**config.mk**
```make
export PLATFORM = sky130hd
export DESIGN_NAME = psum_drain_flat
export DESIGN_NICKNAME = d
export VERILOG_FILES = /design/src/rtl/psum_drain_if.sv /design/src/rtl/psum_drain.sv /design/src/flat_wrapper.sv
export SDC_FILE = /design/constraint.sdc
export NUM_CORES = 1
export LEC_CHECK = 0
export ABC_AREA = 1
export BUFFER_PORTS_ARGS = -buffer_cell sky130_fd_sc_hd__buf_2
export CAP_MARGIN = 30
export CORE_MARGIN = 10
export CORE_UTILIZATION = 45
export DETAILED_ROUTE_END_ITERATION = 16
export HOLD_SLACK_MARGIN = 0.12
export PLACE_DENSITY_LB_ADDON = 0.12
export SYNTH_ARGS = -nofsm -noshare
export SYNTH_HDL_FRONTEND = slang
export SYNTH_SLANG_ARGS = --single-unit
```
**constraint.sdc**
```tcl
create_clock -name clk -period 5.4 [get_ports clk]
set_input_delay 1.08 -clock clk [delete_from_list [all_inputs] [get_ports clk]]
set_output_delay 1.08 -clock clk [all_outputs]
set_load 0.01 [all_outputs]
```
**src/rtl/psum_drain_if.sv**
```systemverilog
// Handshake bundle for psum_drain: the packed psum input bus and the lane result stream.
// The master side feeds psum beats and consumes results; the slave side is the drain block.
interface psum_drain_if #(
  parameter int unsigned PSUM_W = 52,
  parameter int unsigned ACC_W  = 40
);
  logic              psum_valid;
  logic              psum_ready;
  logic [PSUM_W-1:0] psum_data;
  logic              out_valid;
  logic              out_ready;
  logic [ACC_W-1:0]  out_data;
  logic [1:0]        out_lane;
  logic              out_last;

  modport master (
    output psum_valid, psum_data, out_ready,
    input  psum_ready, out_valid, out_data, out_lane, out_last
  );

  modport slave (
    input  psum_valid, psum_data, out_ready,
    output psum_ready, out_valid, out_data, out_lane, out_last
  );
endinterface

```
**src/rtl/psum_drain.sv**
```systemverilog
// psum_drain: accepts packed psum beats, unpacks them into lanes, accumulates each lane over a
// configurable number of beats, then serializes the per-lane totals onto a stream output.
// Optional feature macro: PSUM_DRAIN_SAT_EN (saturating adds; wrap-around when undefined).
module psum_drain #(
  parameter int unsigned PSUM_W    = 52,
  parameter int unsigned LANE_W    = 13,
  parameter int unsigned NUM_LANES = 4,
  parameter int unsigned SINGLE_W  = 32,
  parameter int unsigned ACC_W     = 40,
  parameter int unsigned CNT_W     = 8
) (
  input  logic             clk,
  input  logic             rst_n,
  input  logic             cfg_quad,
  input  logic             cfg_signed,
  input  logic [CNT_W-1:0] cfg_acc_len,
  psum_drain_if.slave      bus
);

  localparam logic [1:0] LastLane = 2'(NUM_LANES - 1);

  typedef enum logic [0:0] {StAcc, StDrain} state_e;

  state_e           r_state;
  logic             r_quad;
  logic             r_signed;
  logic [CNT_W-1:0] r_len;
  logic [CNT_W-1:0] r_cnt;
  logic [ACC_W-1:0] r_acc [NUM_LANES];
  logic             r_out_valid;
  logic [ACC_W-1:0] r_out_data;
  logic [1:0]       r_out_lane;
  logic             r_out_last;

  logic             w_first;
  logic             w_quad;
  logic             w_signed;
  logic [CNT_W-1:0] w_len;
  logic [CNT_W:0]   w_len_eff;
  logic             w_beat;
  logic             w_final;
  logic             w_out_hs;
  logic [1:0]       w_next_lane;
  logic [ACC_W-1:0] w_single_s;
  logic [ACC_W-1:0] w_single_u;
  logic [ACC_W-1:0] w_ext     [NUM_LANES];
  logic [ACC_W-1:0] w_acc_nxt [NUM_LANES];

`ifdef PSUM_DRAIN_SAT_EN
  // Clamp on overflow; the clamped value becomes the base for later adds in the group.
  function automatic logic [ACC_W-1:0] acc_add(input logic [ACC_W-1:0] a,
                                               input logic [ACC_W-1:0] b,
                                               input logic             sgn);
    logic [ACC_W:0] sum;
    sum = {1'b0, a} + {1'b0, b};
    if (sgn) begin
      if ((a[ACC_W-1] == b[ACC_W-1]) && (sum[ACC_W-1] != a[ACC_W-1])) begin
        return a[ACC_W-1] ? {1'b1, {(ACC_W-1){1'b0}}} : {1'b0, {(ACC_W-1){1'b1}}};
      end
    end else if (sum[ACC_W]) begin
      return '1;
    end
    return sum[ACC_W-1:0];
  endfunction
`else
  function automatic logic [ACC_W-1:0] acc_add(input logic [ACC_W-1:0] a,
                                               input logic [ACC_W-1:0] b);
    return a + b;
  endfunction
`endif

  // First beat of a group uses the live config; later beats use the latched copy.
  assign w_first     = (r_cnt == '0);
  assign w_quad      = w_first ? cfg_quad    : r_quad;
  assign w_signed    = w_first ? cfg_signed  : r_signed;
  assign w_len       = w_first ? cfg_acc_len : r_len;
  assign w_len_eff   = (w_len == '0) ? (CNT_W+1)'(1) : {1'b0, w_len};
  assign w_beat      = bus.psum_valid && (r_state == StAcc);
  assign w_final     = (({1'b0, r_cnt} + (CNT_W+1)'(1)) == w_len_eff);
  assign w_out_hs    = r_out_valid && bus.out_ready;
  assign w_next_lane = r_out_lane + 2'd1;

  // Ready is a pure decode of the state register, so it is high throughout reset.
  assign bus.psum_ready = (r_state == StAcc);
  assign bus.out_valid  = r_out_valid;
  assign bus.out_data   = r_out_data;
  assign bus.out_lane   = r_out_lane;
  assign bus.out_last   = r_out_last;

  assign w_single_s = ACC_W'($signed(bus.psum_data[SINGLE_W-1:0]));
  assign w_single_u = ACC_W'(bus.psum_data[SINGLE_W-1:0]);

  for (genvar k = 0; k < NUM_LANES; k++) begin : g_lane
    logic [LANE_W-1:0] w_raw;
    logic [ACC_W-1:0]  w_quad_s;
    logic [ACC_W-1:0]  w_quad_u;
    logic [ACC_W-1:0]  w_quad_ext;

    assign w_raw      = bus.psum_data[k*LANE_W +: LANE_W];
    assign w_quad_s   = ACC_W'($signed(w_raw));
    assign w_quad_u   = ACC_W'(w_raw);
    assign w_quad_ext = w_signed ? w_quad_s : w_quad_u;

    if (k == 0) begin : g_lane0
      assign w_ext[k] = w_quad ? w_quad_ext : (w_signed ? w_single_s : w_single_u);
    end else begin : g_laneN
      // Lanes 1..3 carry nothing in single mode.
      assign w_ext[k] = w_quad ? w_quad_ext : '0;
    end

`ifdef PSUM_DRAIN_SAT_EN
    assign w_acc_nxt[k] = w_first ? w_ext[k] : acc_add(r_acc[k], w_ext[k], w_signed);
`else
    assign w_acc_nxt[k] = w_first ? w_ext[k] : acc_add(r_acc[k], w_ext[k]);
`endif
  end

  // Control FSM, accumulators and registered output stream.
  always_ff @(posedge clk or negedge rst_n) begin
    if (!rst_n) begin
      r_state     <= StAcc;
      r_quad      <= 1'b0;
      r_signed    <= 1'b0;
      r_len       <= '0;
      r_cnt       <= '0;
      r_out_valid <= 1'b0;
      r_out_data  <= '0;
      r_out_lane  <= 2'd0;
      r_out_last  <= 1'b0;
      for (int k = 0; k < NUM_LANES; k++) r_acc[k] <= '0;
    end else begin
      unique case (r_state)
        StAcc: begin
          if (w_beat) begin
            for (int k = 0; k < NUM_LANES; k++) r_acc[k] <= w_acc_nxt[k];
            if (w_first) begin
              r_quad   <= cfg_quad;
              r_signed <= cfg_signed;
              r_len    <= cfg_acc_len;
            end
            if (w_final) begin
              // Present lane 0 straight from the final sum to save a cycle of latency.
              r_cnt       <= '0;
              r_state     <= StDrain;
              r_out_valid <= 1'b1;
              r_out_lane  <= 2'd0;
              r_out_data  <= w_acc_nxt[0];
              r_out_last  <= !w_quad;
            end else begin
              r_cnt <= r_cnt + 1'b1;
            end
          end
        end
        StDrain: begin
          if (w_out_hs) begin
            if (r_out_last) begin
              r_state     <= StAcc;
              r_out_valid <= 1'b0;
              r_out_data  <= '0;
              r_out_lane  <= 2'd0;
              r_out_last  <= 1'b0;
              for (int k = 0; k < NUM_LANES; k++) r_acc[k] <= '0;
            end else begin
              r_out_lane <= w_next_lane;
              r_out_data <= r_acc[w_next_lane];
              r_out_last <= (w_next_lane == LastLane);
            end
          end
        end
        default: r_state <= StAcc;
      endcase
    end
  end

endmodule

```
**src/flat_wrapper.sv**
```systemverilog
// flat-port wrapper written by rule: the top's interface ports become plain ports
module psum_drain_flat 
#(
  parameter int unsigned PSUM_W    = 52,
  parameter int unsigned LANE_W    = 13,
  parameter int unsigned NUM_LANES = 4,
  parameter int unsigned SINGLE_W  = 32,
  parameter int unsigned ACC_W     = 40,
  parameter int unsigned CNT_W     = 8
)
  (clk, rst_n, cfg_quad, cfg_signed, cfg_acc_len, bus_psum_valid, bus_psum_data, bus_out_ready, bus_psum_ready, bus_out_valid, bus_out_data, bus_out_lane, bus_out_last);
  psum_drain_if #(.PSUM_W(PSUM_W), .ACC_W(ACC_W)) bus_i ();
  input  logic clk;
  input  logic rst_n;
  input  logic cfg_quad;
  input  logic cfg_signed;
  input  logic [CNT_W-1:0] cfg_acc_len;
  input wire logic [$bits(bus_i.psum_valid)-1:0] bus_psum_valid;
  input wire logic [$bits(bus_i.psum_data)-1:0] bus_psum_data;
  input wire logic [$bits(bus_i.out_ready)-1:0] bus_out_ready;
  output wire logic [$bits(bus_i.psum_ready)-1:0] bus_psum_ready;
  output wire logic [$bits(bus_i.out_valid)-1:0] bus_out_valid;
  output wire logic [$bits(bus_i.out_data)-1:0] bus_out_data;
  output wire logic [$bits(bus_i.out_lane)-1:0] bus_out_lane;
  output wire logic [$bits(bus_i.out_last)-1:0] bus_out_last;
  assign bus_i.psum_valid = bus_psum_valid;
  assign bus_i.psum_data = bus_psum_data;
  assign bus_i.out_ready = bus_out_ready;
  assign bus_psum_ready = bus_i.psum_ready;
  assign bus_out_valid = bus_i.out_valid;
  assign bus_out_data = bus_i.out_data;
  assign bus_out_lane = bus_i.out_lane;
  assign bus_out_last = bus_i.out_last;
  psum_drain #(.PSUM_W(PSUM_W), .LANE_W(LANE_W), .NUM_LANES(NUM_LANES), .SINGLE_W(SINGLE_W), .ACC_W(ACC_W), .CNT_W(CNT_W)) u_core (.clk(clk), .rst_n(rst_n), .cfg_quad(cfg_quad), .cfg_signed(cfg_signed), .cfg_acc_len(cfg_acc_len), .bus(bus_i));
endmodule
```
==> impl_metrics.ini <==
[finish]
nNetsFinal = 4400
multi_input_area_sq_um = 16110
final_cells = 4994
drive_gt1_frac = 0.07730
ff_latch_area_sq_um = 5582
syn_to_final_growth_pct = 7.682
nFillCells = 5987

[global_routing]
grt_max_degree = 111
grt_pass1_vias = 26060
antenna_found_initial = 8
grt_overflow = 0
track_usage = 0.3286
grt_pass1_wl_microns = 162900

[power]
p_int_mw = 7.186
switching_share = 0.5903
power.switching_mw = 10.35
p_per_area_nw_per_um2 = 667.2
clkPwrFrac = 0.122
power_leakage_nw = 13.81
power_frac_comb = 0.679
p_seq_frac = 0.200
ir_drop_uv = 533.3

[route]
drtPass1Iterations = 7
antenna_left = 0
vias_per_cell = 5.758
avgRoutedWirePerCell_microns = 21.56
wl_microns = 107700
vias = 28760
drc = 0
drt_iter0_markers = 3345

[die]
fp.dieH_microns = 252.9
core_sq_um = 53810
die-area_sq_um = 63970
fp-row-count = 85
die_w_microns = 252.9
ios = 111
initial_core_util = 0.4537

[sta]
setup_viol_count_final = 0
drv_slew = 0
tightest_slew_ps = 1024
setup_tns_ps = 0
grt_setup_unrepaired = false
fin_crit_sh = 0.8483
worst_clock_skew_ps = 22.45
finalHoldViolations = 0
fin_crit_ps = 4581
max_freq_mhz = 218.3
slew_headroom = 0.3176

[yosys]
synth_area_leaders = nand2_1, dfrtp_1, nand3_1, inv_1, o21ai_0
ys.flop_type = dfrtp_1
synth_edf_count = 0
syn_nets = 4404
synthesis.area_sq_um = 24410
synth_top_area_cell = nand2_1
synth-seq-area-share = 0.2286
synth_cell_types = 56
yosys.area.top_type_share = 0.2443
async_reset_ff_frac = 1.000
avgSynthCellArea_sq_um = 5.708
postSynthCellCount = 4277
ys_warn_count = 0
ys_ff_latch = 223

[clock_network]
cts_max_path_buffers = 3
cts_resized = 0
cts_tree = done
clk_latency_ps = 640
tritoncts.num_buffers = 31
h-tree-depth = 1
clockRootBuffer = clkbuf_16
cts_sinks = 223
clk_pin_slew_worst_paths_ps = 60
cts_hold_buf = 0
cts_setup_buffers = 0

[worst_hold_path]
hold_path_class = in -> async

[setup_path]
worstSetupStartpointType = flip-flop
critPathCaptureType = flip-flop
crit_top_cell = nand2_1
crit_slowest_cell = o21ai_0
r2r-start = u_core.r_cnt[0]
worstSetupStartpoint = u_core.r_cnt[0]
cp_max_fo = 36
crit_buf_inv = 5
crit_chain = inv_1, ha_1, nand2_1, nor2_2, nand2_8, nand2_2, nand2_4, buf_4, o21ai_0, inv_1, ha_1, nand2_1, nor2_1, inv_1, nor2_1, inv_1, o21ai_0, a21oi_1, or2_2, nand3_1, nand2_1, nand2_1, nand2_1, nand2_1
required_ps = 5970
cpPeakStageDelay_ps = 500
critical_path.top_delay_family = simple AND/OR/NAND/NOR gates
critical_path_class = reg -> reg
critPathArrivalTime_ps = 5150

[placed_design]
dp_hpwl_microns = 84750
dp_cells = 4936
io_buffers = 110
place.gp.congestion = 1.026

[run]
cap_viol_max_count = 0

[outcome]
status = complete, no violations
[cell usage after synthesis, drive strengths merged, types with 2 or more instances]
cell type  count
nand2       1621
inv          474
nand3        404
nor2         385
o21ai        346
a21oi        250
dfrtp        223
clkbuf       102
buf           83
ha            57
o41ai         57
nand4         38
o21a          29
xor2          28
nor3          21
o211ai        19
o22ai         19
or2           17
o21bai        13
nand3b        12
o31ai         12
a2111oi       10
a31oi         10
xnor2          8
clkinv         7
a21boi         5
a21o           5
and3           5
fa             4
nor4           4
mux2i          3
a221o          2
a221oi         2
[cells by family (layout without fill, tap and decap cells)]
logic type,after synthesis,count (layout),share of synthesized area
AND/OR/NAND/NOR,2507,2507,0.4292
AO/OA/AOI/OAI,781,781,0.1823
buffers and inverters,666,684,0.1133
flip-flops,223,223,0.2286
adder cells (fa/ha/maj),61,61,0.03249
XOR/XNOR,36,36,0.01291
multiplexers,3,3,0.001230
other,0,3,0
[power groups by stage]
stage	logic [mW]	registers, mW	clock network (mW)
floorplan	8.40	2.95	0
global placement	11.6	3.46	0
detailed placement	11.6	3.46	0
CTS	11.6	3.44	2.16
global route	13.2	3.55	2.22
finish	11.9	3.50	2.14
[worst reg2reg max path, stage by stage (launching register included)]
cell and delay [ps]:
dfrtp_1 410, inv_1 110, ha_1 170, nand2_1 60
nor2_2 220, nand2_8 240, nand2_2 180, nand2_4 150
buf_4 310, o21ai_0 320, inv_1 80, ha_1 360
nand2_1 120, nor2_1 130, inv_1 80, nor2_1 100
inv_1 70, o21ai_0 500, a21oi_1 200, or2_2 310
nand3_1 90, nand2_1 110, nand2_1 70, nand2_1 50
nand2_1 60
[final timing paths]
check,to,slack [ps],depth (start not counted)
min reg2reg,u_core.r_acc[79],480,2
max in group asynchronous,u_core.bus.out_lane[0],3760,2
max,u_core.bus.out_data[27],820,24
min,u_core.r_acc[63],390,1
min in group clk,u_core.r_acc[79],480,2
max reg2reg,u_core.bus.out_data[27],820,24
[flip-flops by register name, summed over array words and instances (netlist names)]
| name | cells |
|---|---|
| u_core.bus.out_valid | 1 |
| u_core.r_acc | 160 |
| u_core.r_cnt | 8 |
| u_core.bus.out_lane | 2 |
| u_core.r_signed | 1 |
| u_core.bus.out_data | 40 |
| u_core.r_len | 8 |
| u_core.r_state | 1 |
| u_core.bus.out_last | 1 |
| u_core.r_quad | 1 |
[metrics by stage]
stage	utilization	hold slack, ps	power [mW]	instance area, sq um	setup slack, ps
final	0.4885	392.7	17.54	26290	819.3
after global routing	0.4884	461.0	18.98	26280	344.9
after CTS	0.4884	452.8	17.23	26280	875.2
after detailed placement	0.4697	473.4	15.05	25280	896.3
after global placement	0.4697	463.5	15.03	25280	900.0
after floorplan	-	448.8	11.35	24410	1546
[area by class of cell]
class	instances	area share
Sequential cell	223	0.2123
Tap cell	696	0.03312
Timing Repair Buffer	148	0.03455
Clock inverter	9	0.005140
Antenna cell	3	0.0002856
Clock buffer	46	0.03317
Multi-Input combinational cell	3388	0.6127
Inverter	481	0.06877
[metal layers]
metal	global-route usage	up-vias	wire length, microns
li1	-	13900	-
met2	0.5006	1345	46150
met3	0.05690	204	10550
met1	0.4591	13300	46660
met4	0.1129	8	4246
met5	0	-	43
[placed cells by master, fill, tap and decap left out, drive strengths merged, types with 11 or more instances in the layout]
| cell | n |
|---|---|
| nand2 | 1621 |
| inv | 476 |
| nand3 | 404 |
| nor2 | 385 |
| o21ai | 346 |
| a21oi | 250 |
| dfrtp | 223 |
| buf | 148 |
| o41ai | 57 |
| ha | 57 |
| clkbuf | 46 |
| nand4 | 38 |
| o21a | 29 |
| xor2 | 28 |
| nor3 | 21 |
| o22ai | 19 |
| o211ai | 19 |
| or2 | 17 |
| o21bai | 13 |
| o31ai | 12 |
| nand3b | 12 |
| clkinv | 11 |
No activity file was read; power rests on OpenSTA's default activity.
